<file path="src/rtl/uart_map_pkg.sv">
// Shared constants and types for the UART-to-rotor character mapper.
// Classification of each received byte before it reaches the FIFO.
package uart_map_pkg;

    localparam logic [7:0] ASCII_UPPER_A = 8'h41;
    localparam logic [7:0] ASCII_LOWER_A = 8'h61;
    localparam int         ALPHA_DFLT    = 26;

    typedef enum logic [1:0] {
        CLS_NONE   = 2'd0,
        CLS_LETTER = 2'd1,
        CLS_REJECT = 2'd2
    } char_cls_e;

endpackage

</file>
<file path="src/rtl/uart_char_mapper_if.sv">
// Byte-in / index-out stream bundle between the UART receiver, the mapper
// and the rotor core. The input side has no ready: the UART cannot stall.
interface uart_char_mapper_if #(
    parameter int IN_W  = 8,
    parameter int OUT_W = 6
);
    logic [IN_W-1:0]  in_data;
    logic             in_valid;
    logic [OUT_W-1:0] out_data;
    logic             out_valid;
    logic             out_ready;

    modport master (
        output in_data, in_valid, out_ready,
        input  out_data, out_valid
    );

    modport slave (
        input  in_data, in_valid, out_ready,
        output out_data, out_valid
    );
endinterface

</file>
<file path="src/rtl/uart_map_fifo.sv">
// Generic first-word-fall-through FIFO; the head entry is always visible on dout.
// A push into a full FIFO is accepted only when a pop frees a slot in the same cycle.
module uart_map_fifo #(
    parameter int W     = 6,
    parameter int DEPTH = 4
) (
    input  logic                     clk,
    input  logic                     rst,
    input  logic                     push,
    input  logic                     pop,
    input  logic [W-1:0]             din,
    output logic [W-1:0]             dout,
    output logic                     full,
    output logic                     empty,
    output logic [$clog2(DEPTH):0]   level
);
    localparam int AW    = $clog2(DEPTH);
    localparam int LVL_W = AW + 1;

    logic [W-1:0]     mem_r [DEPTH];
    logic [AW-1:0]    wr_ptr_r;
    logic [AW-1:0]    rd_ptr_r;
    logic [LVL_W-1:0] count_r;
    logic             push_ok_s;
    logic             pop_ok_s;

    assign empty     = (count_r == {LVL_W{1'b0}});
    assign full      = (count_r == LVL_W'(DEPTH));
    assign pop_ok_s  = pop && !empty;
    assign push_ok_s = push && (!full || pop_ok_s);
    assign dout      = mem_r[rd_ptr_r];
    assign level     = count_r;

    // Storage, wrapping pointers and occupancy counter.
    always_ff @(posedge clk or posedge rst) begin
        if (rst) begin
            for (int i = 0; i < DEPTH; i++) begin
                mem_r[i] <= {W{1'b0}};
            end
            wr_ptr_r <= {AW{1'b0}};
            rd_ptr_r <= {AW{1'b0}};
            count_r  <= {LVL_W{1'b0}};
        end else begin
            if (push_ok_s) begin
                mem_r[wr_ptr_r] <= din;
                wr_ptr_r        <= wr_ptr_r + AW'(1);
            end
            if (pop_ok_s) begin
                rd_ptr_r <= rd_ptr_r + AW'(1);
            end
            case ({push_ok_s, pop_ok_s})
                2'b10:   count_r <= count_r + LVL_W'(1);
                2'b01:   count_r <= count_r - LVL_W'(1);
                default: count_r <= count_r;
            endcase
        end
    end
endmodule

</file>
<file path="src/rtl/uart_char_mapper.sv">
// Validates UART bytes as letters, maps them to alphabet indices and queues them.
// Optional lower-case folding is enabled by defining UART_MAP_CASE_FOLD_EN.
module uart_char_mapper
    import uart_map_pkg::*;
#(
    parameter int IN_W  = 8,
    parameter int OUT_W = 6,
    parameter int ALPHA = ALPHA_DFLT,
    parameter int DEPTH = 4,
    parameter int CNT_W = 8
) (
    input  logic                     clk,
    input  logic                     rst,
    uart_char_mapper_if.slave        bus,
    input  logic                     clr_flags,
    output logic [CNT_W-1:0]         rej_cnt,
    output logic                     overflow,
    output logic [$clog2(DEPTH):0]   level
);
    localparam logic [IN_W-1:0]  UPPER_A_C = IN_W'(ASCII_UPPER_A);
    localparam logic [IN_W-1:0]  ALPHA_C   = IN_W'(ALPHA);
    localparam logic [CNT_W-1:0] CNT_MAX_C = {CNT_W{1'b1}};

    logic [IN_W-1:0]  up_off_s;
`ifdef UART_MAP_CASE_FOLD_EN
    localparam logic [IN_W-1:0] LOWER_A_C = IN_W'(ASCII_LOWER_A);
    logic [IN_W-1:0]  lo_off_s;
`endif
    char_cls_e        cls_s;
    logic [OUT_W-1:0] idx_s;
    char_cls_e        s1_cls_r;
    logic [OUT_W-1:0] s1_idx_r;
    logic [CNT_W-1:0] rej_cnt_r;
    logic             overflow_r;
    logic             push_s;
    logic             pop_s;
    logic             rej_evt_s;
    logic             ovf_evt_s;
    logic             full_s;
    logic             empty_s;

    // Bytes below 'A' wrap to large offsets, so one unsigned compare covers both bounds.
    assign up_off_s = bus.in_data - UPPER_A_C;
`ifdef UART_MAP_CASE_FOLD_EN
    assign lo_off_s = bus.in_data - LOWER_A_C;
`endif

    // Combinational classifier for the byte presented this cycle.
    always_comb begin
        cls_s = CLS_NONE;
        idx_s = {OUT_W{1'b0}};
        if (!bus.in_valid) begin
            cls_s = CLS_NONE;
        end else if (up_off_s < ALPHA_C) begin
            cls_s = CLS_LETTER;
            idx_s = OUT_W'(up_off_s);
        end
`ifdef UART_MAP_CASE_FOLD_EN
        else if (lo_off_s < ALPHA_C) begin
            cls_s = CLS_LETTER;
            idx_s = OUT_W'(lo_off_s);
        end
`endif
        else begin
            cls_s = CLS_REJECT;
        end
    end

    // Stage-1 register holding the classified byte.
    always_ff @(posedge clk or posedge rst) begin
        if (rst) begin
            s1_cls_r <= CLS_NONE;
            s1_idx_r <= {OUT_W{1'b0}};
        end else begin
            s1_cls_r <= cls_s;
            s1_idx_r <= idx_s;
        end
    end

    assign push_s    = (s1_cls_r == CLS_LETTER);
    assign rej_evt_s = (s1_cls_r == CLS_REJECT);
    assign pop_s     = bus.out_valid && bus.out_ready;
    assign ovf_evt_s = push_s && full_s && !pop_s;

    // Saturating reject counter and sticky overflow; a clear discards a coincident event.
    always_ff @(posedge clk or posedge rst) begin
        if (rst) begin
            rej_cnt_r  <= {CNT_W{1'b0}};
            overflow_r <= 1'b0;
        end else if (clr_flags) begin
            rej_cnt_r  <= {CNT_W{1'b0}};
            overflow_r <= 1'b0;
        end else begin
            if (rej_evt_s && (rej_cnt_r != CNT_MAX_C)) begin
                rej_cnt_r <= rej_cnt_r + CNT_W'(1);
            end
            if (ovf_evt_s) begin
                overflow_r <= 1'b1;
            end
        end
    end

    uart_map_fifo #(
        .W     (OUT_W),
        .DEPTH (DEPTH)
    ) u_fifo (
        .clk   (clk),
        .rst   (rst),
        .push  (push_s),
        .pop   (bus.out_ready),
        .din   (s1_idx_r),
        .dout  (bus.out_data),
        .full  (full_s),
        .empty (empty_s),
        .level (level)
    );

    assign bus.out_valid = !empty_s;
    assign rej_cnt       = rej_cnt_r;
    assign overflow      = overflow_r;
endmodule

</file>
<file path="src/flat_wrapper.sv">
// flat-port wrapper written by rule: the top's interface ports become plain ports
module uart_char_mapper_flat import uart_map_pkg::*;
#(
    parameter int IN_W  = 8,
    parameter int OUT_W = 6,
    parameter int ALPHA = ALPHA_DFLT,
    parameter int DEPTH = 4,
    parameter int CNT_W = 8
)
  (clk, rst, clr_flags, rej_cnt, overflow, level, bus_in_data, bus_in_valid, bus_out_ready, bus_out_data, bus_out_valid);
  uart_char_mapper_if #(.IN_W(IN_W), .OUT_W(OUT_W)) bus_i ();
  input  logic clk;
  input  logic rst;
  input  logic clr_flags;
  output logic [CNT_W-1:0] rej_cnt;
  output logic overflow;
  output logic [$clog2(DEPTH):0] level;
  input wire logic [$bits(bus_i.in_data)-1:0] bus_in_data;
  input wire logic [$bits(bus_i.in_valid)-1:0] bus_in_valid;
  input wire logic [$bits(bus_i.out_ready)-1:0] bus_out_ready;
  output wire logic [$bits(bus_i.out_data)-1:0] bus_out_data;
  output wire logic [$bits(bus_i.out_valid)-1:0] bus_out_valid;
  assign bus_i.in_data = bus_in_data;
  assign bus_i.in_valid = bus_in_valid;
  assign bus_i.out_ready = bus_out_ready;
  assign bus_out_data = bus_i.out_data;
  assign bus_out_valid = bus_i.out_valid;
  uart_char_mapper #(.IN_W(IN_W), .OUT_W(OUT_W), .ALPHA(ALPHA), .DEPTH(DEPTH), .CNT_W(CNT_W)) u_core (.clk(clk), .rst(rst), .bus(bus_i), .clr_flags(clr_flags), .rej_cnt(rej_cnt), .overflow(overflow), .level(level));
endmodule
</file>
<file path="config.mk">
export PLATFORM = sky130hd
export DESIGN_NAME = uart_char_mapper_flat
export DESIGN_NICKNAME = d
export VERILOG_FILES = /design/src/rtl/uart_map_pkg.sv /design/src/rtl/uart_char_mapper_if.sv /design/src/rtl/uart_map_fifo.sv /design/src/rtl/uart_char_mapper.sv /design/src/flat_wrapper.sv
export SDC_FILE = /design/constraint.sdc
export NUM_CORES = 1
export LEC_CHECK = 0
export CAP_MARGIN = 20
export CORE_MARGIN = 2
export CORE_UTILIZATION = 70
export CTS_BUF_LIST = sky130_fd_sc_hd__clkbuf_4
export CTS_CLUSTER_DIAMETER = 120
export CTS_CLUSTER_SIZE = 24
export DETAILED_ROUTE_END_ITERATION = 12
export DONT_BUFFER_PORTS = 1
export PLACE_DENSITY_LB_ADDON = 0.25
export RECOVER_POWER = 100
export SLEW_MARGIN = 20
export SYNTH_ARGS = -nofsm -noshare
export SYNTH_HDL_FRONTEND = slang
export SYNTH_SLANG_ARGS = --single-unit
</file>
<file path="constraint.sdc">
create_clock -name clk -period 4.4 [get_ports clk]
set_input_delay 0.88 -clock clk [delete_from_list [all_inputs] [get_ports clk]]
set_output_delay 0.88 -clock clk [all_outputs]
set_load 0.02 [all_outputs]
</file>
==> run_results.csv, run 1 <==
group,metric,value,unit
status,status,"finished with violations",
status,violations,"capacitance limit, slew limit",
sta,slew_headroom,-34.98,%
sta,finClkSkew,5.141,ps
synth,synth-seq-area-share,52.52,%
floorplanning,ioPinCount,32,
synth,yosys.area_share.simple,10.23,%
final_layout,final_cell_mix,"dfrtp_1, mux2_2, inv_1, nor2_1, nand2_1",
power,ir_drop,0.1919,mV
synth,synth_area,2287,um^2
floorplanning,initial_utilization,74.31,%
flow_run,maxCapViolCount,1,
place,placed_cell_area,2333,um^2
floorplanning,die_area,3741,um^2
setup_path,slowest_delay,760,ps
synth,synth-edff-count,0,
setup_path,path_cells,"nor4b_1 > nor3b_1 > inv_1 > ha_1 > inv_1 > fa_1 > o21ai_0",
hold_path,hold_class,"input port to async pin",
clock_tree,htreeDepth,2,
power,p_per_area,417.0,nW/um^2
final_layout,nets,210,
synth,yosysTopAreaCell,"dfrtp_1",
setup_path,path_common_cell,"inv_1",
setup_path,ff2ff_setup_slack,1840,ps
setup_path,crit_path_max_fanout,8,
detailed_routing,vias_per_cell,6.022,
global_routing,grt_max_degree,41,
setup_path,cp_slowest_cell,"nor3b_1",
synth,synth.distinct_cells,37,
detailed_routing,postRouteWirelength,3913,um
final_layout,regArea,1201,um^2
final_layout,fillers,205,
place,place_hpwl,2950,um
detailed_routing,routedWlPerCell,16.94,um
sta,tns,0,ps
synth,syn_nets,206,
setup_path,worstPathArrival,2820,ps
detailed_routing,drt_iter0_markers,58,
synth,synth_xor_area_share,6.127,%
final_layout,drive_gt1_share,19.25,%
detailed_routing,vias,1391,
clock_tree,cts.clk_slew.worst_paths,110,ps
sta,finalCritPeriodShare,58.10,%
synth,muxShareOfSynthArea,18.60,%
detailed_routing,drc,0,
clock_tree,clock_latency,340,ps
global_routing,grt_use_total,23.47,%
global_routing,met3_usage,7.983,%
global_routing,grt_use_met1,30.09,%
sta,worst_pin_slew,2025,ps
synth,synthAdderAreaFrac,4.705,%
sta,fmax,391.2,MHz
synth,ys.flop_type,"dfrtp_1",
synth,synth_top_family_by_area,"multiplexers",
synth,syn_avg_cell_area,12.36,um^2
setup_path,cp-end-kind,"register",
setup_path,startpoint_type,"register",
global_routing,grtUsageMet2,38.45,%
synth,synth_area_leaders,"dfrtp_1, mux2_2, mux4_2",
clock_tree,tritoncts,"built",
place,portBuffers,0,
sta,finalHoldViolations,0,
power,power,983.0,uW
global_routing,grt_first_pass_wirelength,6230,um
global_routing,grt_pass1_vias,1397,
synth,syn_inst,185,
floorplanning,core-area,3078,um^2
place,place_congestion,0.7295,
clock_tree,cts_resized,0,
final_layout,multi_input_area,1003,um^2
sta,rsz0062_at_grt,"no",
global_routing,grt-busiest-layer,"met2",
final_layout,fin_area,2357,um^2
global_routing,grt-ovfl-total,0,
synth,synth_compound_gate_area_share,4.486,%
floorplanning,die_w,61.16,um
synth,synth.top_cell.area_share,52.52,%
clock_tree,holdBufCountCts,0,
sta,slew_viol_final,41,
synth,ys_warn_count,0,
synth,ys_ff_latch,48,
power,leakage,1.119,nW
clock_tree,cts-root-buf,"clkbuf_4",
sta,period_minus_slack,2556,ps
final_layout,final_common_cell,"dfrtp_1",
global_routing,antenna_found_initial,0,
clock_tree,cts_buffers,5,
synth,async_flop_share,100.0,%
detailed_routing,ant_nets,0,
clock_tree,cts_buffer_depth,2,
clock_tree,post-cts-setup-buffers,0,
final_layout,area_growth,3.063,%
detailed_routing,dr.pass1.iters,4,
setup_path,cp.required,4670,ps
setup_path,worstSetupPathType,"register to register",
floorplanning,floorplan.rows,20,
clock_tree,clkSinkCount,48,
final_layout,n_antenna_cell,0,
sta,setup_viol,0,
floorplanning,die_h,61.16,um
layout make-up:
| class | instances | area share (%) |
|---|---|---|
| inverter | 15 | 2.389 |
| tap | 44 | 2.335 |
| clock buffer | 5 | 1.592 |
| sequential | 48 | 50.96 |
| multi-input combinational | 118 | 42.57 |
| timing repair buffer | 1 | 0.1592 |
power breakdown:
group,switching (mW),internal (mW),leakage (nW),total (mW)
clock,0.119,0.0537,0.0230,0.173
combinational,0.108,0.109,0.451,0.217
sequential,0.0955,0.498,0.645,0.593
total,0.322,0.661,1.12,0.983
sequential cells by signal, indices dropped and copies added, names as in the netlist:
signal,flops
u_core.u_fifo.rd_ptr_r,2
u_core.u_fifo.mem_r,24
u_core.u_fifo.wr_ptr_r,2
u_core.s1_cls_r,2
u_core.rej_cnt,8
u_core.overflow,1
u_core.s1_idx_r,6
u_core.u_fifo.level,3
path summary, 6_finish.rpt:
kind                                          from                 endpoint  cells after the start
setup / recovery            u_core.u_fifo.level[2]   u_core.u_fifo.level[1]                      7
hold / removal                                 rst        u_core.rej_cnt[5]                      1
setup reg to reg            u_core.u_fifo.level[2]   u_core.u_fifo.level[1]                      7
hold reg to reg            u_core.u_fifo.mem_r[16]  u_core.u_fifo.mem_r[16]                      1
max in group asynchronous                      rst  u_core.u_fifo.mem_r[14]                      2
min in group clk           u_core.u_fifo.mem_r[16]  u_core.u_fifo.mem_r[16]                      1
metrics by stage:
step	instances	util [%]	setup WS (ps)	hold slack, ps
CTS	231	77.03	1887	302.8
global route	231	76.59	1420	286.0
global placement	226	75.81	1810	481.1
finish	231	76.59	1844	312.2
floorplan	185	-	1887	473.9
detailed placement	226	75.81	1646	486.8
cells in the mapped netlist, drive strengths merged, types with 2 or more instances:
cell and instances:
dfrtp 48, mux2 24, inv 15, nor2 14, nand2 11, xor2 9, nor3 8, ha 7
xnor2 7, mux4 6, o21ai 4, a31oi 3, clkbuf 3, and2 2, mux2i 2, nand4 2
or3 2
layer usage:
| metal | wire [um] | vias to the layer above | part of all wire (%) |
|---|---|---|---|
| met4 | 27 | 0 | 0.69 |
| met3 | 179 | 4 | 4.6 |
| met2 | 1974 | 33 | 50 |
| met1 | 1730 | 712 | 44 |
| met5 | 0 | - | 0 |
| li1 | - | 642 | - |
worst max-delay path, delay by kind of cell (launching register included):
kind / cells / cell delay, ps
AND/OR/NAND/NOR: 2 / 980
AO/OA/AOI/OAI: 1 / 160
flip-flops: 1 / 500
adder cells (fa/ha/maj): 2 / 660
buffers and inverters: 2 / 180
cells by family after synthesis:
group / count (synthesis)
mux: 32
compound gates: 14
flops: 48
other cells: 1
buf+inv: 19
xor+xnor: 16
fa+ha+maj: 8
simple gates: 47
Power figures use the tool's default switching activity.
==> inputs of run 2 (changes only) <==
--- a/config.mk
+++ b/config.mk
@@ -7,7 +7,7 @@
 export LEC_CHECK = 0
 export CAP_MARGIN = 20
 export CORE_MARGIN = 2
-export CORE_UTILIZATION = 70
+export CORE_UTILIZATION = 59
 export CTS_BUF_LIST = sky130_fd_sc_hd__clkbuf_4
 export CTS_CLUSTER_DIAMETER = 120
 export CTS_CLUSTER_SIZE = 24
==> constraint.sdc (replaced) <==
create_clock -name clk -period 2.1 [get_ports clk]
set_input_delay 0.42 -clock clk [delete_from_list [all_inputs] [get_ports clk]]
set_output_delay 0.42 -clock clk [all_outputs]
set_load 0.02 [all_outputs]
==> run_results.csv, run 2 (synthesized netlist as in run 1, its figures left out) <==
group,metric,value,unit
sta,worst_pin_slew,1148,ps
sta,setup_viol,0,
floorplanning,die_w,66.26,um
clock_tree,cts_buffers,5,
setup_path,startpoint_type,"register",
detailed_routing,drt_iter0_markers,56,
setup_path,cp-end-kind,"register",
flow_run,maxCapViolCount,0,
power,p_per_area,940.3,nW/um^2
detailed_routing,routedWlPerCell,17.55,um
setup_path,r2r_cells,9,
final_layout,drive_gt1_share,28.06,%
final_layout,utilization,67.57,%
floorplanning,die_h,66.26,um
hold_path,min_from,"clr_flags",
final_layout,final_cell_mix,"dfrtp_1, mux2_2, inv_1, nor2_1, nand2_1",
clock_tree,clkSinkCount,48,
detailed_routing,vias_per_cell,5.988,
place,place_hpwl,3183,um
hold_path,hold_class,"input port to register",
sta,setup_slack,12.23,ps
floorplanning,initial_utilization,62.01,%
final_layout,largest_reg_flops,24,
global_routing,antenna_found_initial,0,
setup_path,timing.rr.end,"u_core.u_fifo.level[2]",
hold_path,worstHoldEndpoint,"u_core.rej_cnt[0]",
setup_path,worstSetupPathType,"register to register",
power,ir_drop,0.4640,mV
final_layout,regArea,1206,um^2
detailed_routing,ant_nets,0,
clock_tree,cts.clk_slew.worst_paths,130,ps
place,pre_cts_slack,-46.27,ps
global_routing,grt-ovfl-total,0,
final_layout,nets,218,
power,leakage,1.185,nW
place,portBuffers,0,
floorplanning,core-area,3689,um^2
global_routing,grt_use_total,22.92,%
global_routing,grt_first_pass_wirelength,7438,um
clock_tree,holdBufCountCts,0,
detailed_routing,vias,1461,
clock_tree,cts_buffer_depth,2,
sta,slew_viol_final,0,
place,place_congestion,0.8135,
sta,slew_headroom,23.49,%
clock_tree,tritoncts,"built",
sta,whs,93.99,ps
hold_path,min_path_cells,1,
sta,tns,0,ps
final_layout,final_common_cell,"dfrtp_1",
sta,rsz0062_at_grt,"yes",
floorplanning,ioPinCount,32,
setup_path,r2r_start,"u_core.u_fifo.level[0]",
setup_path,ff2ff_setup_slack,10,ps
detailed_routing,drc,0,
final_layout,fillers,296,
final_layout,n_antenna_cell,0,
status,status,"completed",
clock_tree,htreeDepth,2,
floorplanning,die_area,4390,um^2
sta,finalHoldViolations,0,
global_routing,grt_pass1_vias,1599,
setup_path,cp.required,2400,ps
sta,finalCritPeriodShare,99.42,%
final_layout,multi_input_area,1037,um^2
detailed_routing,dr.pass1.iters,4,
clock_tree,cts-root-buf,"clkbuf_4",
detailed_routing,postRouteWirelength,4281,um
floorplanning,floorplan.rows,22,
sta,finClkSkew,22.42,ps
setup_path,worstPathArrival,2390,ps
sta,period_minus_slack,2088,ps
global_routing,grt_max_degree,49,
final_layout,max_flop_register,"u_core.u_fifo.mem_r",
final_layout,area_growth,8.972,%
sta,fmax,479.0,MHz
clock_tree,clock_latency,370,ps
setup_path,crit_path_max_fanout,3,
==> run 2: cell count changes in the layout (fill, tap and decap cells not counted), moves of 2 or more <==
cell     previous run  this run
and2_0              2         0
and2_1              0         2
dfrtp_1            48        44
buf_4               0         8
dfrtp_2             0         4
==> run 2: power breakdown <==
part | switching [mW] | internal (mW) | leakage, nW | total [mW]
sequential | 0.168 | 1.05 | 0.641 | 1.22
clock | 0.276 | 0.239 | 0.0371 | 0.515
combinational | 0.298 | 0.310 | 0.506 | 0.608
total | 0.742 | 1.60 | 1.18 | 2.34
==> run 2: metrics by stage <==
stage,instance area (um^2),total power [mW],cells
2_1_floorplan,2297,1.635,185
3_3_place_gp,2394,1.748,236
3_5_place_dp,2394,1.806,236
4_1_cts,2480,2.342,243
5_1_grt,2492,2.470,244
6_report,2492,2.343,244
==> run 2: worst max-delay path, cell delays in order (launching register included) <==
cell and delay, ps:
dfrtp_2 460, nor4b_4 330, nor3b_2 100, inv_1 70, ha_2 180, inv_1 60
fa_2 330, xor2_1 150, nor2_1 160, xor2_1 170
==> run 2: final cells by class <==
type,instances,share of cell area (%)
flip-flops and latches,48,48.39
inverters,15,2.259
clock buffers,5,1.506
well taps,48,2.410
multi-input cells,118,41.62
clock inverters,1,1.205
repair buffers,9,2.610
==> run 2: repair_timing <==
action                     4_1_cts  5_1_grt
resized for setup                3        4
setup endpoints to repair        1        7
pin swaps                        1        3
setup buffers                    1        1
==> run 2: how the worst max path moves through the flow <==
stage / start / cells after the start / slack (ps) / end
2_1_floorplan: u_core.u_fifo.level[1] / 9 / 30 / u_core.u_fifo.level[2]
3_3_place_gp: u_core.u_fifo.level[1] / 9 / 140 / u_core.u_fifo.level[2]
3_5_place_dp: u_core.u_fifo.level[1] / 9 / -50 / u_core.u_fifo.level[2]
4_1_cts: u_core.u_fifo.level[0] / 9 / 20 / u_core.u_fifo.level[2]
5_1_grt: u_core.u_fifo.level[0] / 9 / -70 / u_core.u_fifo.level[2]
6_report: u_core.u_fifo.level[0] / 9 / 10 / u_core.u_fifo.level[2]
==> run 2: per-layer routing <==
metal	wire length, um	part of all wire (%)	vias to the layer above	global-route usage, %
met4	56	1.3	0	6.122
met2	2302	54	36	40.38
met3	202	4.7	5	6.644
li1	-	-	659	-
met5	0	0	-	0
met1	1719	40	761	27.29
